### src/rtl/bsg_wormhole_dma_initiator.sv
// Vcache-side DMA-to-wormhole initiator. A block read or write request is
// serialised into header/address/data flits on the outgoing link, and the
// memory's response (read data or a zero-length write ack) is parsed back
// into the DMA read-data port or a one-cycle write-ack pulse.
module bsg_wormhole_dma_initiator #(
  parameter int flit_width_p = 32,
  parameter int cord_width_p = 7,
  parameter int len_width_p  = 4,
  parameter int cid_width_p  = 5,
  parameter int addr_width_p = 32,
  parameter int data_flits_p = 8
) (
  input  logic                      clk_i,
  input  logic                      reset_i,

  input  logic [cord_width_p-1:0]   dest_cord_i,
  input  logic [cid_width_p-1:0]    my_cid_i,

  input  logic                      dma_pkt_v_i,
  input  logic                      dma_pkt_write_not_read_i,
  input  logic [addr_width_p-1:0]   dma_pkt_addr_i,
  output logic                      dma_pkt_yumi_o,

  input  logic                      dma_data_v_i,
  input  logic [flit_width_p-1:0]   dma_data_i,
  output logic                      dma_data_yumi_o,

  output logic                      dma_data_v_o,
  output logic [flit_width_p-1:0]   dma_data_o,
  input  logic                      dma_data_ready_i,

  output logic                      wr_ack_v_o,

  input  logic [flit_width_p+1:0]   wh_link_sif_i,
  output logic [flit_width_p+1:0]   wh_link_sif_o
);

  // Header field positions: cord | len | cid | write_not_read | zeros
  localparam int hdr_len_lsb_lp  = cord_width_p;
  localparam int hdr_cid_lsb_lp  = cord_width_p + len_width_p;
  localparam int hdr_wnr_lsb_lp  = cord_width_p + len_width_p + cid_width_p;
  localparam int tx_cnt_width_lp = $clog2(data_flits_p + 1);

  localparam logic [len_width_p-1:0] rd_req_len_lp = len_width_p'(1);
  localparam logic [len_width_p-1:0] wr_req_len_lp = len_width_p'(data_flits_p + 1);
  localparam logic [len_width_p-1:0] rd_rsp_len_lp = len_width_p'(data_flits_p);
  localparam logic [len_width_p-1:0] wr_rsp_len_lp = '0;

  localparam logic [tx_cnt_width_lp-1:0] tx_cnt_last_lp =
    tx_cnt_width_lp'(data_flits_p - 1);

  localparam logic [2:0] TX_IDLE = 3'd0;
  localparam logic [2:0] TX_HDR  = 3'd1;
  localparam logic [2:0] TX_ADDR = 3'd2;
  localparam logic [2:0] TX_DATA = 3'd3;
  localparam logic [2:0] TX_WAIT = 3'd4;

  localparam logic [0:0] R_HDR  = 1'b0;
  localparam logic [0:0] R_DATA = 1'b1;

  // Incoming link fields
  logic                    in_v;
  logic [flit_width_p-1:0] in_data;
  logic                    in_ready;
  logic [len_width_p-1:0]  rx_len;

  assign in_v     = wh_link_sif_i[flit_width_p+1];
  assign in_data  = wh_link_sif_i[flit_width_p:1];
  assign in_ready = wh_link_sif_i[0];
  assign rx_len   = in_data[hdr_len_lsb_lp +: len_width_p];

  // State and capture registers
  logic [2:0]                 tx_state_q, tx_state_d;
  logic [tx_cnt_width_lp-1:0] tx_cnt_q, tx_cnt_d;
  logic [0:0]                 rx_state_q, rx_state_d;
  logic [len_width_p-1:0]     rx_cnt_q, rx_cnt_d;
  logic                       wr_ack_q, wr_ack_d;

  logic [addr_width_p-1:0]    addr_q;
  logic                       wnr_q;
  logic [cord_width_p-1:0]    cord_q;
  logic [cid_width_p-1:0]     cid_q;

  // Internal (ungated) handshake signals
  logic                    out_v;
  logic [flit_width_p-1:0] out_data;
  logic                    rx_ready;
  logic                    pkt_yumi;
  logic                    data_yumi;
  logic                    rd_v;
  logic [flit_width_p-1:0] rd_data;
  logic                    rx_done;
  logic                    rsp_type_ok;

  logic [flit_width_p-1:0] hdr_flit;
  logic [flit_width_p-1:0] addr_flit;

  // Build the request header from the captured request fields
  always_comb begin
    hdr_flit = '0;
    hdr_flit[cord_width_p-1:0]                  = cord_q;
    hdr_flit[hdr_len_lsb_lp +: len_width_p]     = wnr_q ? wr_req_len_lp : rd_req_len_lp;
    hdr_flit[hdr_cid_lsb_lp +: cid_width_p]     = cid_q;
    hdr_flit[hdr_wnr_lsb_lp]                    = wnr_q;
  end

  assign addr_flit = flit_width_p'(addr_q);

  // A response is only legal while a request waits, and its length must
  // match the outstanding request type.
  assign rsp_type_ok = (tx_state_q == TX_WAIT)
                    && (wnr_q ? (rx_len == wr_rsp_len_lp) : (rx_len == rd_rsp_len_lp));

  // TX FSM: accept request, then emit header, address and write data
  always_comb begin
    tx_state_d = tx_state_q;
    tx_cnt_d   = tx_cnt_q;
    out_v      = 1'b0;
    out_data   = '0;
    pkt_yumi   = 1'b0;
    data_yumi  = 1'b0;
    unique case (tx_state_q)
      TX_IDLE: begin
        pkt_yumi = dma_pkt_v_i;
        if (dma_pkt_v_i) tx_state_d = TX_HDR;
      end
      TX_HDR: begin
        out_v    = 1'b1;
        out_data = hdr_flit;
        if (in_ready) tx_state_d = TX_ADDR;
      end
      TX_ADDR: begin
        out_v    = 1'b1;
        out_data = addr_flit;
        if (in_ready) tx_state_d = wnr_q ? TX_DATA : TX_WAIT;
      end
      TX_DATA: begin
        out_v     = dma_data_v_i;
        out_data  = dma_data_i;
        data_yumi = dma_data_v_i & in_ready;
        if (data_yumi) begin
          if (tx_cnt_q == tx_cnt_last_lp) begin
            tx_cnt_d   = '0;
            tx_state_d = TX_WAIT;
          end else begin
            tx_cnt_d = tx_cnt_q + 1'b1;
          end
        end
      end
      TX_WAIT: begin
        if (rx_done) tx_state_d = TX_IDLE;
      end
      default: tx_state_d = TX_IDLE;
    endcase
  end

  // RX FSM: parse response header, stream read data, flag write ack
  always_comb begin
    rx_state_d = rx_state_q;
    rx_cnt_d   = rx_cnt_q;
    rx_ready   = 1'b0;
    rd_v       = 1'b0;
    rd_data    = '0;
    rx_done    = 1'b0;
    wr_ack_d   = 1'b0;
    if (rx_state_q == R_HDR) begin
      rx_ready = 1'b1;
      // Unexpected or mistyped headers are consumed and dropped
      if (in_v && rsp_type_ok) begin
        if (rx_len == '0) begin
          rx_done  = 1'b1;
          wr_ack_d = 1'b1;
        end else begin
          rx_cnt_d   = rx_len;
          rx_state_d = R_DATA;
        end
      end
    end else begin
      rx_ready = dma_data_ready_i;
      rd_v     = in_v;
      rd_data  = in_data;
      if (in_v && dma_data_ready_i) begin
        rx_cnt_d = rx_cnt_q - 1'b1;
        if (rx_cnt_q == len_width_p'(1)) begin
          rx_done    = 1'b1;
          rx_state_d = R_HDR;
        end
      end
    end
  end

  // State registers; synchronous active-low reset aborts any packet
  always_ff @(posedge clk_i) begin
    if (!reset_i) begin
      tx_state_q <= TX_IDLE;
      tx_cnt_q   <= '0;
      rx_state_q <= R_HDR;
      rx_cnt_q   <= '0;
      wr_ack_q   <= 1'b0;
    end else begin
      tx_state_q <= tx_state_d;
      tx_cnt_q   <= tx_cnt_d;
      rx_state_q <= rx_state_d;
      rx_cnt_q   <= rx_cnt_d;
      wr_ack_q   <= wr_ack_d;
    end
  end

  // Capture request fields at accept
  always_ff @(posedge clk_i) begin
    if (!reset_i) begin
      addr_q <= '0;
      wnr_q  <= 1'b0;
      cord_q <= '0;
      cid_q  <= '0;
    end else if (pkt_yumi) begin
      addr_q <= dma_pkt_addr_i;
      wnr_q  <= dma_pkt_write_not_read_i;
      cord_q <= dest_cord_i;
      cid_q  <= my_cid_i;
    end
  end

  // Outputs forced to zero while reset is held low
  assign wh_link_sif_o   = reset_i ? {out_v, out_data, rx_ready} : '0;
  assign dma_pkt_yumi_o  = reset_i & pkt_yumi;
  assign dma_data_yumi_o = reset_i & data_yumi;
  assign dma_data_v_o    = reset_i & rd_v;
  assign dma_data_o      = reset_i ? rd_data : '0;
  assign wr_ack_v_o      = reset_i & wr_ack_q;

  // Flag response headers that arrive unsolicited or with the wrong length
  always_ff @(posedge clk_i) begin
    if (reset_i && (rx_state_q == R_HDR) && in_v) begin
      rsp_unsolicited_a: assert (tx_state_q == TX_WAIT);
      rsp_type_a:        assert ((tx_state_q != TX_WAIT) || rsp_type_ok);
    end
  end

endmodule

### config.mk
export PLATFORM = sky130hd
export DESIGN_NAME = bsg_wormhole_dma_initiator
export DESIGN_NICKNAME = d
export VERILOG_FILES = /design/src/rtl/bsg_wormhole_dma_initiator.sv
export SDC_FILE = /design/constraint.sdc
export NUM_CORES = 1
export LEC_CHECK = 0
export ABC_AREA = 1
export CORE_UTILIZATION = 42
export DETAILED_ROUTE_END_ITERATION = 12
export HOLD_SLACK_MARGIN = 0.08
export PLACE_DENSITY = 0.88
export SLEW_MARGIN = 20
export SYNTH_ARGS = -nofsm -noshare
export SYNTH_HDL_FRONTEND = slang
export SYNTH_SLANG_ARGS = --single-unit
### constraint.sdc
create_clock -name clk_i -period 2.6 [get_ports clk_i]
set_input_delay 0.65 -clock clk_i [delete_from_list [all_inputs] [get_ports clk_i]]
set_output_delay 0.65 -clock clk_i [all_outputs]
set_load 0.005 [all_outputs]
-- Word level (Yosys, flattened, before mapping)
Index checks and enable logic that the tools add are counted.
- word-level logic and storage cells: 77
- bits in registers: 58
- output and inout port bits: 70
- bits in latches: 0
- RAM bits: 0
- bits of input ports: 116
- memories: 0
- bits in read-only memories: 0
- mux-type cells: 34
- div/mod/pow operators: 0
- bitwise operators: 6
- $mul: 0
- $lt $le $gt $ge: 0
- shift-type cells: 0
- add/sub/neg operators: 2
- equal/unequal tests: 15
- reduce and logical (&&, ||, !) cells: 11
- operator list (kind ; number):
    $pmux 32 s3 ; 1
    $mux 32 ; 2
    $mux 34 ; 1
    $mux 4 ; 6
    $mux 3 ; 7
    $mux 1 ; 15
    $pmux 3 s5 ; 1
    $ne 2x2->1 const B ; 7
    $eq 3x2->1 const B ; 2
    $reduce_and 6->1 ; 1
    $and 1x1->1 ; 5
    $add 4x1->4 const B ; 1
    $eq 4x1->1 const B ; 1
    $eq 4x3->1 const B ; 1
    $eq 4x4->1 const B ; 1
    $logic_not 4->1 ; 1
    $reduce_or 2->1 ; 2
    $sub 4x1->4 const B ; 1
    $eq 3x1->1 const B ; 1
    $eq 3x3->1 const B ; 1
    $logic_and 1x1->1 ; 3
    $logic_not 3->1 ; 1
    $reduce_and 3->1 ; 1
    $ne 2x1->1 const B ; 1
    other kinds (4) ; 4

-- Logic depth before layout (Yosys ltp)
- word-level depth: 8
- mapped depth: 9
- depth with buffers taken out: 9

-- Least setup slack after synthesis
Ideal clock, no wire load.
- path kind: input-to-output
- start point: input reset_i
- end point: output dma_data_o[10]
- path buffers: 2
- required time: 1.950 ns
- cell stages on the path: 4
- data arrival time: 1.292 ns
- setup slack: 0.658 ns
- cells stage by stage: clkbuf_1 > nand2_1 > clkbuf_1 > nor2_1
- longest elaborated chain between the ends: 1
- ends and longest elaborated chain (element ; line ; RTL):
    start, declared ; 14 ; input logic reset_i,
    $mux 32 ; 229 ; assign dma_data_o = reset_i ? rd_data : '0;
    end, declared ; 29 ; output logic [flit_width_p-1:0] dma_data_o,
Every way passes these cells.

-- Final worst setup path
- start point: register tx_state_q[1]
- end point: output wh_link_sif_o[5]
- longest elaborated chain between the ends: 3
- elaborated cells between the ends (all ways): 5
- those cells by class: eq/ne: 3; mux: 2
- ends and longest elaborated chain (element ; line ; RTL):
    start, declared ; 73 ; logic [2:0] tx_state_q, tx_state_d;
    start signal, assigned ; 201 ; tx_state_q <= tx_state_d;
    $eq 3x2->1 or $eq 3x1->1 (tied branches) ; 122 ; unique case (tx_state_q)
    $pmux 32 s3 (*) ; 122 ;
    $mux 34 (*) ; 225 ; assign wh_link_sif_o = reset_i ? {out_v, out_data, rx_ready} : '0;
    end, declared ; 35 ; output logic [flit_width_p+1:0] wh_link_sif_o
Mark *: on every way between the ends. The rest lies on a longest branch, timed or not.

==> PnR_summary.wiki <==
{| class="wikitable"
! Metric !! Value
|-
| Status || finished, final reports clean
|-
| Number of enable-type register cells in the synthesized netlist || 0
|-
| Delay contributed by the slowest stage of the critical path || 0.43 ns
|-
| Clk root buf || sky130_fd_sc_hd__clkbuf_8
|-
| Final Cycle Share || 99.27%
|-
| Most numerous cell types in the synthesized netlist || 78 x sky130_fd_sc_hd__inv_1, 74 x sky130_fd_sc_hd__nor2_1, 72 x sky130_fd_sc_hd__nand2_1
|-
| Gate Count Post-Synth || 510
|-
| Type of the setup path with the least slack || reg2out
|-
| TritonCTS buffer count || 9
|-
| Total leakage power || 2.490 nW
|-
| Share of synthesized area spent on multiplexers || 0%
|-
| Cell with the largest stage delay on the worst path || sky130_fd_sc_hd__clkdlybuf4s50_1
|-
| DR vias || 4204
|-
| Count of endpoints failing hold in the final timing report || 0
|-
| Die boundary height || 90.95 microns
|-
| Pin count of the biggest net entering global routing || 62
|-
| CTS tree || done
|-
| Largest cells by area after synthesis || sky130_fd_sc_hd__dfxtp_1 35%, sky130_fd_sc_hd__inv_1 8.8%, sky130_fd_sc_hd__a21oi_1 8.7%
|-
| Top flip-flop cell by instance count after synthesis || sky130_fd_sc_hd__dfxtp_1
|-
| Number of iterations in the first detailed-routing pass || 5
|-
| DRC violation count after routing || 0
|-
| Number of buffers and inverters on the critical path || 4
|-
| CTS H-tree depth || 3
|-
| Mapped Nets || 629
|-
| RSZ-0062 raised after global routing || true
|-
| Buffer depth of the longest clock path || 2
|-
| Core ar. || 7687 sq um
|-
| Aggregate routed wire length || 11.36 mm
|-
| Global router's overall resource usage || 26.67%
|-
| DP Area || 5373 sq um
|-
| Clock latency on the worst-skew pair || 0.33 ns
|-
| Synth top area share || 34.94%
|-
| Antenna diode instance count || 0
|-
| Estimated wirelength of the detail-placed design || 8.220 mm
|-
| Peak ir drop on the vdd network || 545.4 uV
|-
| Final max-slew violation count || 0
|-
| Row count || 32
|-
| TritonCTS sink count || 58
|-
| Net total in the final layout || 823
|-
| Max Clock Freq || 387.4 MHz
|-
| Adder and majority gate portion of the synthesized area || 1.130%
|-
| Count of synthesis-stage warnings from yosys || 0
|-
| Min Clock Period, post-route || 2.581 ns
|-
| 1st-iter DRT viols || 235
|-
| Area Overhead vs Synth || 70.37%
|-
| Post-route setup TNS || 0 ns
|-
| Most frequent cell after synthesis || sky130_fd_sc_hd__inv_1
|-
| Crit path launch type || register
|-
| Data required time of the worst path || 1.95 ns
|-
| Tightest Pin Transition || 0.5928 ns
|-
| DIE AREA || 8272 sq um
|-
| Largest family of logic cells by synthesized area || simple AND/OR/NAND/NOR gates
|-
| Worst hold path class || reg2reg
|-
| Number of distinct library cells after synthesis || 29
|-
| Weighted congestion at the end of routability-driven global placement || 0.8335
|-
| Horiz. Die Dim || 90.95 microns
|-
| Post-synth top area cell || sky130_fd_sc_hd__dfxtp_1
|-
| Post-synthesis simple-gate area fraction || 27.67%
|-
| Clock input transition at the sequential cells of the worst setup and hold paths || 0.06 ns
|-
| Data arrival time of the critical path || 1.93 ns
|-
| IO Count || 186
|-
| Netlist area before placement || 3323 sq um
|-
| Starting Density || 43.23%
|-
| Post-cts hold buffer count || 0
|-
| Clock skew || 0.01100 ns
|-
| Post-route design area || 5662 sq um
|-
| Ratio of routed vias to standard cells || 5.190
|-
| Remaining antenna violation count || 0
|-
| Count of maximum capacitance violations || 0
|-
| Remaining global-route overflow || 0
|-
| Relative slew slack || 60.48%
|-
| Share of post-route cells with drive strength above 1 || 10.73%
|-
| Vias in the first global route || 4014
|-
| Capturing element type of the critical path || primary output
|-
| Wire length of the first global-routing pass || 17.85 mm
|-
| Pwr/cell area || 650.3 nW/um^2
|-
| Flip-flop and latch count after synthesis || 58
|-
| I/O Buffers || 185
|-
| Antenna violations before repair || 0
|-
| Asr flop ratio synth || 0%
|-
| Synthesized-area fraction occupied by ao, oa, aoi and oai cells || 21.72%
|-
| Largest fanout of any net on the critical path || 11
|-
| Series of cell instances along the critical path || nand3_4 > clkinv_8 > buf_4 > a22oi_2 > o21ai_1 > nand2_1 > inv_1 > clkdlybuf4s50_1
|-
| Average footprint of a synthesized cell || 6.516 sq um
|-
| Area share of xor/xnor cells in the synthesized design || 0%
|-
| Routed wirelength normalized by instance count || 14.02 microns
|-
| Sequential-to-total area share from yosys stat || 34.94%
|-
| Worst path top cell family by delay || buffers and inverters
|-
| Final setup fails || 0
|}
[final cells by class]
cell class	count	area (sq um)
tap	102	127.6
sequential	58	1172
multi-input combinational	336	1714
clock inverter	3	15.01
fill	565	2026
inverter	84	345.3
timing repair buffer	215	2132
clock buffer	12	155.1
[registers in the layout, summed over array words and instances (netlist names)]
signal and count:
rx_cnt_q 4, rx_state_q 1, cid_q 5, wr_ack_q 1, tx_cnt_q 4, addr_flit 32, cord_q 7, tx_state_q 3
wnr_q 1
[worst paths after layout]
| kind | from | end | slack, ns | cells past startpoint |
|---|---|---|---|---|
| hold / removal | addr_flit[5]$_SDFFE_PN0P_ | addr_flit[5]$_SDFFE_PN0P_ | 0.45 | 2 |
| setup / recovery | tx_state_q[1]$_SDFFE_PN0P_ | wh_link_sif_o[5] | 0.02 | 8 |
| setup reg to reg | tx_state_q[2]$_SDFFE_PN0P_ | cid_q[3]$_SDFFE_PN0P_ | 0.95 | 6 |
| hold reg to reg | addr_flit[5]$_SDFFE_PN0P_ | addr_flit[5]$_SDFFE_PN0P_ | 0.45 | 2 |
[kinds of logic (layout without fill, tap and decap cells)]
kind of cell	Yosys count	count (layout)
AND/OR/NAND/NOR	207	207
adder cells (fa/ha/maj)	3	3
flip-flops	58	58
AO/OA/AOI/OAI	126	126
buffers and inverters	116	314
[routing by layer]
layer | global-route usage (%) | up-vias | share of wire (%)
met2 | 50.19 | 223 | 51
met3 | 7.789 | 22 | 9.8
met5 | 0 | - | 0
met1 | 28.13 | 1926 | 38
li1 | - | 2033 | -
met4 | 8.995 | 0 | 1.7
[worst min-delay path, delay by kind of cell (launching register included)]
family | cells | cell delay [ns]
buf+inv | 1 | 0.06
compound gates | 1 | 0.05
flops | 1 | 0.30
[where the power goes]
| group | leakage (nW) | internal (mW) | switching [mW] | total, mW |
|---|---|---|---|---|
| clock | 0.0920 | 0.387 | 0.335 | 0.722 |
| sequential | 0.477 | 1.09 | 0.136 | 1.23 |
| combinational | 1.92 | 0.741 | 0.991 | 1.73 |
| total | 2.49 | 2.22 | 1.46 | 3.68 |
[placed cells by master (no fill, tap or decap), types with 3 or more instances in the layout]
master                            instances
sky130_fd_sc_hd__dfxtp_1                 55
sky130_fd_sc_hd__a21oi_1                 58
sky130_fd_sc_hd__o21ai_0                 18
sky130_fd_sc_hd__o21ai_1                 18
sky130_fd_sc_hd__dfxtp_4                  3
sky130_fd_sc_hd__a22oi_1                 22
sky130_fd_sc_hd__nand3_1                 45
sky130_fd_sc_hd__nand2_2                  6
sky130_fd_sc_hd__inv_2                    3
sky130_fd_sc_hd__nand2_1                 70
sky130_fd_sc_hd__clkbuf_8                11
sky130_fd_sc_hd__dlygate4sd2_1            5
sky130_fd_sc_hd__clkinv_2                 3
sky130_fd_sc_hd__dlymetal6s2s_1           5
sky130_fd_sc_hd__buf_12                   3
sky130_fd_sc_hd__nor2_1                  74
sky130_fd_sc_hd__clkdlybuf4s50_1        175
sky130_fd_sc_hd__a22oi_2                  7
sky130_fd_sc_hd__buf_4                   25
sky130_fd_sc_hd__ha_1                     3
sky130_fd_sc_hd__inv_1                   77
[what timing repair did]
item                                    4_1_cts  5_1_grt
resized for setup                            21       17
gates cloned                                  0        0
pin swaps                                     1        0
endpoints found under the setup margin       70       28
buffers inserted                              0        4
[stage by stage]
stage                     utilization [%]  setup slack, ns  hold WS, ns  std cells  total power [mW]
final                               73.65          0.01901       0.4530        810             3.682
after detailed placement            69.89          -0.1708       0.4439        791             2.841
after floorplan                         -           0.6580       0.4253        510             2.239
after global routing                73.65         -0.06374       0.4787        810             3.908
after global placement              69.89          -0.1623       0.4383        791             2.773
after CTS                           72.46          0.01104       0.4570        806             3.593
Note: power is estimated with default switching activity, not from simulation.
